==> src/rtl/cpu_seq_ctrl.sv <==
// rtl/cpu_seq_ctrl.sv - boot/load/run/step sequencer for the single-cycle core (optional SEQ_CYCLE_LIMIT_EN)
module cpu_seq_ctrl #(
    parameter int          IMEM_WORDS   = 64,
    parameter logic [31:0] HALT_WORD    = 32'hFFFF_FFFF,
    parameter int          CLEAR_CYCLES = 4,
    parameter int          MAX_CYCLES   = 1024
) (
    input  logic        clk,
    input  logic        reset,
    input  logic        load_valid,
    output logic        load_ready,
    input  logic [31:0] load_data,
    input  logic        load_last,
    input  logic        run_req,
    input  logic        step_req,
    input  logic        halt_req,
    input  logic        boot_req,
    input  logic [31:0] instr,
    output logic        core_rst,
    output logic        core_en,
    output logic        imem_we,
    output logic [31:0] imem_waddr,
    output logic [31:0] imem_wdata,
    output logic [2:0]  state,
    output logic [31:0] instr_count,
    output logic        overflow
);

    localparam logic [2:0] S_IDLE   = 3'd0;
    localparam logic [2:0] S_CLEAR  = 3'd1;
    localparam logic [2:0] S_LOAD   = 3'd2;
    localparam logic [2:0] S_READY  = 3'd3;
    localparam logic [2:0] S_RUN    = 3'd4;
    localparam logic [2:0] S_STEP   = 3'd5;
    localparam logic [2:0] S_HALTED = 3'd6;

    localparam int IDX_W = $clog2(IMEM_WORDS + 1);
    localparam int CLR_W = $clog2(CLEAR_CYCLES + 1);

    logic [2:0]       state_q;
    logic [2:0]       state_d;
    logic [IDX_W-1:0] word_idx;
    logic [CLR_W-1:0] clr_cnt;
    logic             is_halt_word;
    logic             load_xfer;
    logic             boot_take;
    logic             run_limit;

    assign state        = state_q;
    assign is_halt_word = (instr == HALT_WORD);
    assign load_xfer    = load_valid & load_ready;
    assign boot_take    = boot_req && (state_q != S_CLEAR);

`ifdef SEQ_CYCLE_LIMIT_EN
    localparam int RUN_W = $clog2(MAX_CYCLES + 1);
    logic [RUN_W-1:0] run_cnt;

    assign run_limit = (run_cnt == RUN_W'(MAX_CYCLES));

    // Counts enabled RUN cycles; any state other than RUN re-arms it.
    always_ff @(posedge clk) begin
        if (!reset) begin
            run_cnt <= '0;
        end else if (state_q != S_RUN) begin
            run_cnt <= '0;
        end else if (core_en) begin
            run_cnt <= run_cnt + RUN_W'(1);
        end
    end
`else
    // No cycle limit in this build: the comparison folds to a constant 0.
    assign run_limit = (MAX_CYCLES < 0);
`endif

    // The halt word is gated in the same cycle so it is never executed.
    always_comb begin
        core_en = 1'b0;
        case (state_q)
            S_RUN:   core_en = !is_halt_word && !run_limit;
            S_STEP:  core_en = !is_halt_word;
            default: core_en = 1'b0;
        endcase
    end

    always_comb begin
        state_d = state_q;
        if (boot_take) begin
            state_d = S_CLEAR;
        end else begin
            case (state_q)
                S_IDLE:  state_d = S_CLEAR;
                S_CLEAR: begin
                    if (clr_cnt == CLR_W'(CLEAR_CYCLES - 1)) state_d = S_LOAD;
                end
                S_LOAD: begin
                    if (load_xfer && load_last) state_d = S_READY;
                end
                S_READY: begin
                    if (halt_req)      state_d = S_HALTED;
                    else if (step_req) state_d = S_STEP;
                    else if (run_req)  state_d = S_RUN;
                end
                S_RUN: begin
                    if (halt_req || is_halt_word || run_limit) state_d = S_HALTED;
                end
                S_STEP: begin
                    if (halt_req || is_halt_word) state_d = S_HALTED;
                    else                          state_d = S_READY;
                end
                S_HALTED: state_d = S_HALTED;
                default:  state_d = S_CLEAR;
            endcase
        end
    end

    always_ff @(posedge clk) begin
        if (!reset) begin
            state_q     <= S_CLEAR;
            core_rst    <= 1'b1;
            load_ready  <= 1'b0;
            imem_we     <= 1'b0;
            imem_waddr  <= '0;
            imem_wdata  <= '0;
            instr_count <= '0;
            overflow    <= 1'b0;
            clr_cnt     <= '0;
            word_idx    <= '0;
        end else begin
            state_q    <= state_d;
            core_rst   <= (state_d == S_CLEAR) || (state_d == S_LOAD);
            load_ready <= (state_d == S_LOAD);
            imem_we    <= 1'b0;

            if (state_q == S_CLEAR) begin
                clr_cnt     <= clr_cnt + CLR_W'(1);
                word_idx    <= '0;
                instr_count <= '0;
            end else begin
                clr_cnt <= '0;
                if (core_en) instr_count <= instr_count + 32'd1;
            end

            // A boot request wins over a word offered in the same cycle.
            if (boot_take) begin
                overflow <= 1'b0;
            end else if (state_q == S_LOAD && load_xfer) begin
                if (word_idx == IDX_W'(IMEM_WORDS)) begin
                    overflow <= 1'b1;
                end else begin
                    imem_we    <= 1'b1;
                    imem_wdata <= load_data;
                    imem_waddr <= 32'(word_idx) << 2;
                    word_idx   <= word_idx + IDX_W'(1);
                end
            end
        end
    end

endmodule

==> config.mk <==
export PLATFORM = sky130hd
export DESIGN_NAME = cpu_seq_ctrl
export DESIGN_NICKNAME = d
export VERILOG_FILES = /design/src/rtl/cpu_seq_ctrl.sv
export SDC_FILE = /design/constraint.sdc
export NUM_CORES = 1
export LEC_CHECK = 0
export ABC_CLOCK_PERIOD_IN_PS = 5700
export BUFFER_PORTS_ARGS = -buffer_cell sky130_fd_sc_hd__buf_2
export CAP_MARGIN = 30
export CORE_MARGIN = 4
export CORE_UTILIZATION = 51
export CTS_BUF_LIST = sky130_fd_sc_hd__clkbuf_16
export CTS_CLUSTER_SIZE = 10
export DETAILED_ROUTE_END_ITERATION = 8
export PLACE_DENSITY = 0.95
export SYNTH_ARGS = -nofsm -noshare
export SYNTH_HDL_FRONTEND = slang
export SYNTH_SLANG_ARGS = --single-unit
==> constraint.sdc <==
create_clock -name clk -period 5.7 [get_ports clk]
set_input_delay 1.14 -clock clk [delete_from_list [all_inputs] [get_ports clk]]
set_output_delay 1.14 -clock clk [all_outputs]
set_load 0.02 [all_outputs]
Word-level counts from Yosys, hierarchy flattened
Index checks and enable logic that the tools add are counted.
- shifts and indexed selects: 0
- multiply operators: 0
- order comparisons: 0
- add/sub/neg operators: 3
- eq/ne operators: 12
- reduce and logical (&&, ||, !) cells: 13
- bitwise gates (word level): 5
- mux-type cells: 15
- div/mod/pow operators: 0
- operators with widths (operator ; count):
    adder 32 x 1 -> 32 bit, second input constant ; 1
    == test 32 bit, second input constant ; 1
    2-to-1 mux 7 bit ; 4
    2-to-1 mux 3 bit ; 8
    case mux 3 bit (6 select lines) ; 1
    == test 3 x 2 -> 1 bit, second input constant ; 4
    == test 3 bit, second input constant ; 3
    adder 7 x 1 -> 7 bit, second input constant ; 1
    == test 7 bit, second input constant ; 1
    == test 3 x 1 -> 1 bit, second input constant ; 2
    OR reduction 2 bit ; 3
    inverter 1 bit ; 4
    AND reduction 2 bit ; 2
    adder 3 x 1 -> 3 bit, second input constant ; 1
    logical AND 1 bit ; 3
    inequality test 3 x 1 -> 1 bit, second input constant ; 1
    AND reduction 3 bit ; 1
    OR reduction 3 bit ; 1
    logical OR 1 bit ; 2
    2-to-1 mux 1 bit ; 2
    AND 1 bit ; 1
    zero test 1 bit ; 1
- input bits: 72
- flip-flop bits (word level): 88
- bits in latches: 0
- output and inout bits: 104
- memories: 0
- RAM bits: 0
- bits in read-only memories: 0

Depth between registers and ports, before layout
Gate-level depths: netlist of run 1.
- word-level depth: 7
- gate-level depth with buffers: 9

Worst setup path after synthesis of run 1
OpenSTA, ideal clock, no wires.
- kind: input to output
- start: input port instr[15]
- end: output port core_en
- slack: 2.359 ns
- required time: 4.560 ns
- buffers on the path: 1
- stages on the path: 4
- arrival: 2.201 ns
- cells stage by stage: nand4_1 -> nor4_2 -> buf_2 -> a21oi_1
- word-level cells in the longest chain between the ends: 3
- ends and longest elaborated chain (what ; RTL line ; source):
    start: declaration ; 18 ; input logic [31:0] instr,
    == test 32 bit ; 50 ; assign is_halt_word = (instr == HALT_WORD);
    zero test 1 bit ; 79, 80 ;
    2-to-1 mux 1 bit ; - ;
    end: declaration ; 20 ; output logic core_en,
Every way passes these cells.

Final worst setup path of run 1
- start: input port instr[2]
- end: output port core_en
Same word-level chain as after synthesis.

==> results of run 1 <==
[layer usage]
layer	part of all wire, %	vias up	GRT usage, %
li1	-	2034	-
met1	37	1944	26.4
met3	9.9	18	7.14
met5	0	-	0
met4	1.4	0	6.50
met2	52	215	39.9
[cell type report]
cell class,instances,area share (%)
multi-input cells,380,41.0
clock inverters,7,1.63
well taps,102,2.49
clock buffers,9,4.39
inverters,12,0.877
repair buffers,155,15.4
flip-flops and latches,88,34.3
[final timing paths]
kind                                             from                      to  slack [ps]  cells past startpoint
worst max register to register    state[1]$_SDFF_PN0_  word_idx[2]$_SDFF_PN0_        3180                      6
worst max-delay path                         instr[2]                 core_en        2050                      6
worst min-delay path            clr_cnt[0]$_SDFF_PN0_   clr_cnt[0]$_SDFF_PN0_         430                      1
worst min register to register  clr_cnt[0]$_SDFF_PN0_   clr_cnt[0]$_SDFF_PN0_         430                      1
[sequential cells by signal, summed over array words and instances, names as in the netlist]
signal,cells
instr_count,32
overflow,1
load_ready,1
imem_wdata,32
imem_waddr,7
imem_we,1
word_idx,7
state,3
clr_cnt,3
core_rst,1
[power groups by stage]
stage,sequential (mW),combinational [mW],clock [mW]
2_1_floorplan,0.640,0.0769,0
3_3_place_gp,0.641,0.0980,0
3_5_place_dp,0.642,0.101,0
4_1_cts,0.628,0.102,0.618
5_1_grt,0.629,0.113,0.650
6_report,0.628,0.103,0.604
[synthesized netlist by cell type (3+ instances only)]
cell type / n
nor3_1: 9
inv_1: 11
nand2_1: 104
or3_1: 8
nand4_1: 15
a211oi_1: 7
xnor2_1: 9
a2111oi_0: 3
nand2b_1: 4
and3_1: 8
nand3_1: 17
buf_2: 3
mux2i_1: 3
nor4_1: 3
nor2_1: 22
or4_1: 15
dfxtp_1: 88
buf_4: 25
o31ai_1: 12
a21oi_1: 66
clkbuf_1: 23
o21ai_0: 9
ha_1: 5
[placed cells by master, fill, tap and decap left out, types with 11 or more instances in the layout]
cell | synthesis | final
conb_1 | 1 | 25
nand3_1 | 17 | 17
or4_1 | 15 | 15
nor2_1 | 22 | 22
a21oi_1 | 66 | 66
inv_1 | 11 | 11
nand2_1 | 104 | 104
o31ai_1 | 12 | 12
nand4_1 | 15 | 15
buf_2 | 3 | 150
dfxtp_1 | 88 | 88
[critical path, delay by kind of cell]
family          cells  cell delay, ps
compound gates      1             590
buf+inv             3             570
simple gates        2             200
[kinds of logic after synthesis]
logic type      after synthesis
compound gates              117
other cells                   1
mux                           4
simple gates                218
fa+ha+maj                     5
flops                        88
xor+xnor                     11
buf+inv                      65
==> results.cfg, run 1 <==
[cells_and_area]
diodes = 0
post-route-util_pct = 65.8
multi_input_area_um2 = 2100
seq_area_um2 = 1760
fin_area_um2 = 5130
fin_nets = 723
drive_gt1_share_pct = 27.8
synthToLayoutAreaGrowth_pct = 24.5
fill_cells = 640
fin_cells = 753

[timing]
setup_viol = 0
max_clock_freq_mhz = 274
finalClockSkew_ps = 7.34
drv_slew = 0
hold_viol = 0
worst_slack_ps = 2050
tightestPinTransition_ps = 1140
finalHoldWorstSlack_ps = 431
rsz0062_at_grt = false
tns_ps = 0
period_minus_slack_ps = 3650
period_share_pct = 64.0
relSlewSlack_pct = 23.8

[worst_setup_path]
path_cells = buf_2 > nand4_1 > nor4_2 > buf_4 > a21oi_1 > buf_2
cp.arrival_ps = 2510
max_stage_delay_ps = 590
startpoint_type = primary input
critPathSlowestCell = a21oi_1
crit_top_cell = buf_2
critPathCaptureType = output pin
worstPathMaxFanout = 12
critical_path_class = in -> out
required_ps = 4560

[placement]
port_buffers = 150
gp_congestion = 0.861
place_area_um2 = 4830
dp_slack_ps = 2100
dp_cells = 737
hpwl_um = 8040

[clocking]
cts_max_level = 3
cts_setup_buffers = 0
ctsHoldBuffers = 0
path_clk_slew_ps = 60
numCtsBuffers = 9
clock-sinks = 88
cts_tree = yes
cts_resized = 0
clk-insertion-delay-late_ps = 340
cts_buffer_depth = 2
cts_root_buffer = clkbuf_16

[logic_synthesis]
yosys.area.top_type = dfxtp_1
synth_edf_count = 0
synth-seq-cells = 88
synthArstFlopShare_pct = 0
synth.area.top_cells = dfxtp_1, nand2_1, a21oi_1
yosys.area_share.adder_pct = 1.52
synthCells = 509
synth_compound_area_share_pct = 17.9
synth_top_area_share_pct = 42.7
synth-xor-area-share_pct = 2.34
yosys.area_share.simple_pct = 26.0
synth_top_family_by_area = simple AND/OR/NAND/NOR gates
syn_area_per_cell_um2 = 8.10
yosysSeqAreaShare_pct = 42.7
ys.flop_type = dfxtp_1
syn_area_um2 = 4120
ys_warn_count = 0
yosysUniqueCellTypes = 55
synth_mux_area_share_pct = 1.00

[run]
cap_violations = 0

[pwr]
p_comb_share_pct = 7.7
power.switching_mw = 0.327
swShare_pct = 24.5
p_leak_nw = 2.08
power.density_nw_per_um2 = 260
ir_worst_vdd_uv = 168
p_clk_share_pct = 45.2
p_seq_share_pct = 47.0
power.internal_mw = 1.01
p_total_mw = 1.34

[detailed_routing]
wl_per_cell_um = 14.8
dr_total_vias = 4211
wirelength_um = 11100
antenna_left = 0
drt_drc_violations_left = 0
vias_per_cell = 5.59
first_pass_iters = 6
initialDrtViolationCount = 235

[global_routing]
antenna_found_initial = 0
grtUsageTotal_pct = 22.7
grt_pass1_wl_um = 18300
grt_pass1_vias = 3925
grt_max_degree = 48
grt-ovfl-total = 0

[hold_path]
worstHoldPathType = reg -> reg

[die]
rows = 32
die_width_um = 97.9
die_h_um = 97.9
start_util_pct = 52.8
dieArea_um2 = 9590
coreArea_um2 = 7810
ios = 176

[outcome]
status = finished clean
(Power assumes the default switching activity.)
==> run 2, diff against run 1 <==
ABC_CLOCK_PERIOD_IN_PS = 3480   (was 5700)
CORE_UTILIZATION = 48   (was 51)
PLACE_DENSITY = 0.91   (was 0.95)
clock period = 3.48 ns   (was 5.7 ns; I/O delays follow)
==> results.cfg, run 2 (same netlist as run 1, synthesis figures left out) <==
[timing]
tns_ps = 0
drv_slew = 0
tightestPinTransition_ps = 860
max_clock_freq_mhz = 362
hold_viol = 0
relSlewSlack_pct = 42.6
finalClockSkew_ps = 9.44
rsz0062_at_grt = false
setup_viol = 0
period_minus_slack_ps = 2760
period_share_pct = 79.4

[cells_and_area]
drive_gt1_share_pct = 27.9
multi_input_area_um2 = 2100
post-route-util_pct = 62.2
layout_common_cells = buf_2, nand2_1, dfxtp_1
final_common_cell = buf_2
diodes = 0
fill_cells = 735
synthToLayoutAreaGrowth_pct = 25.2
fin_nets = 724
reg.largest.list = imem_wdata (32), instr_count (32)
seq_area_um2 = 1760

[global_routing]
use_met1_pct = 24.0
grt_pass1_wl_um = 18100
grt_max_degree = 48
grt_util_met2_pct = 38.2
grt-ovfl-total = 0
use_met3_pct = 7.47
grt-busiest-layer = met2
grt_pass1_vias = 4068
antenna_found_initial = 0
grtUsageTotal_pct = 21.5

[placement]
hpwl_um = 8140
gp_congestion = 0.825
port_buffers = 150

[clocking]
cts_root_buffer = clkbuf_16
cts_max_level = 3
path_clk_slew_ps = 60
cts_setup_buffers = 0
clk-insertion-delay-late_ps = 330
cts_buffer_depth = 2
cts_tree = yes
ctsHoldBuffers = 0
numCtsBuffers = 9
cts_resized = 0
clock-sinks = 88

[detailed_routing]
dr_total_vias = 4224
vias_per_cell = 5.58
antenna_left = 0
drt_drc_violations_left = 0
wl_per_cell_um = 14.8
first_pass_iters = 5
initialDrtViolationCount = 173
wirelength_um = 11200

[pwr]
ir_worst_vdd_uv = 344
p_leak_nw = 2.09
power.density_nw_per_um2 = 435

[worst_setup_path]
path_cells = nand2b_1 > a21oi_1 > buf_2
critPathSlowestCell = a21oi_1
critPathCaptureType = output pin
max_stage_delay_ps = 650
startpoint_type = flip-flop
worstPathMaxFanout = 13
cp.arrival_ps = 2070
required_ps = 2780
critical_path_class = reg -> out

[die]
coreArea_um2 = 8300
rows = 33
dieArea_um2 = 10100
die_width_um = 101
start_util_pct = 49.7
ios = 176
die_h_um = 101

[outcome]
status = finished clean

[run]
cap_violations = 0

[hold_path]
worstHoldPathType = reg -> reg
## run 2: changes by cell type in the layout (fill, tap and decap cells not counted)
cell	before	now
inv_8	1	0
buf_4	5	6
bufinv_16	1	2
clkinv_2	0	1
inv_6	4	3
## run 2: path summary, 6_finish.rpt
kind | depth (start not counted) | startpoint | slack (ps) | to
worst max-delay path | 3 | state[2]$_SDFF_PN0_ | 720 | core_en
worst min-delay path | 1 | clr_cnt[0]$_SDFF_PN0_ | 430 | clr_cnt[0]$_SDFF_PN0_
worst max register to register | 5 | instr_count[4]$_SDFFE_PP0P_ | 980 | instr_count[27]$_SDFFE_PP0P_
worst min register to register | 1 | clr_cnt[0]$_SDFF_PN0_ | 430 | clr_cnt[0]$_SDFF_PN0_
## run 2: worst max-delay path, delay by kind of cell, from the launching register on
kind            cells  cell delay [ps]
flops               1              560
simple gates        1              230
buf+inv             1              290
compound gates      1              650
## run 2: stage by stage
stage | power [mW] | instance area [um^2] | worst slack (ps) | hold WS, ps | cells
after CTS | 2.26 | 5160 | 796 | 430 | 757
after global placement | 1.21 | 4840 | 955 | 406 | 741
after detailed placement | 1.22 | 4840 | 900 | 421 | 741
after global routing | 2.33 | 5160 | 565 | 452 | 757
final | 2.25 | 5160 | 718 | 428 | 757
after floorplan | 1.17 | 4210 | 1030 | 398 | 533
## run 2: report_power, final
group | switching (mW) | internal, mW | leakage, nW
Combinational | 0.106 | 0.0625 | 1.23
Sequential | 0.0113 | 1.02 | 0.709
Clock | 0.413 | 0.636 | 0.157
Total | 0.530 | 1.72 | 2.09
## run 2: routing by layer
layer / routed length [um] / part of all wire (%)
met5: 0 / 0
met4: 180 / 1.6
met3: 1220 / 11
met2: 5610 / 50
met1: 4160 / 37
## run 2: area by class of cell
type | instances | area share [%]
Sequential cell | 88 | 34.1
Clock buffer | 9 | 4.36
Timing Repair Buffer | 156 | 15.4
Clock inverter | 7 | 1.92
Inverter | 12 | 0.873
Multi-Input combinational cell | 380 | 40.8
Tap cell | 105 | 2.55
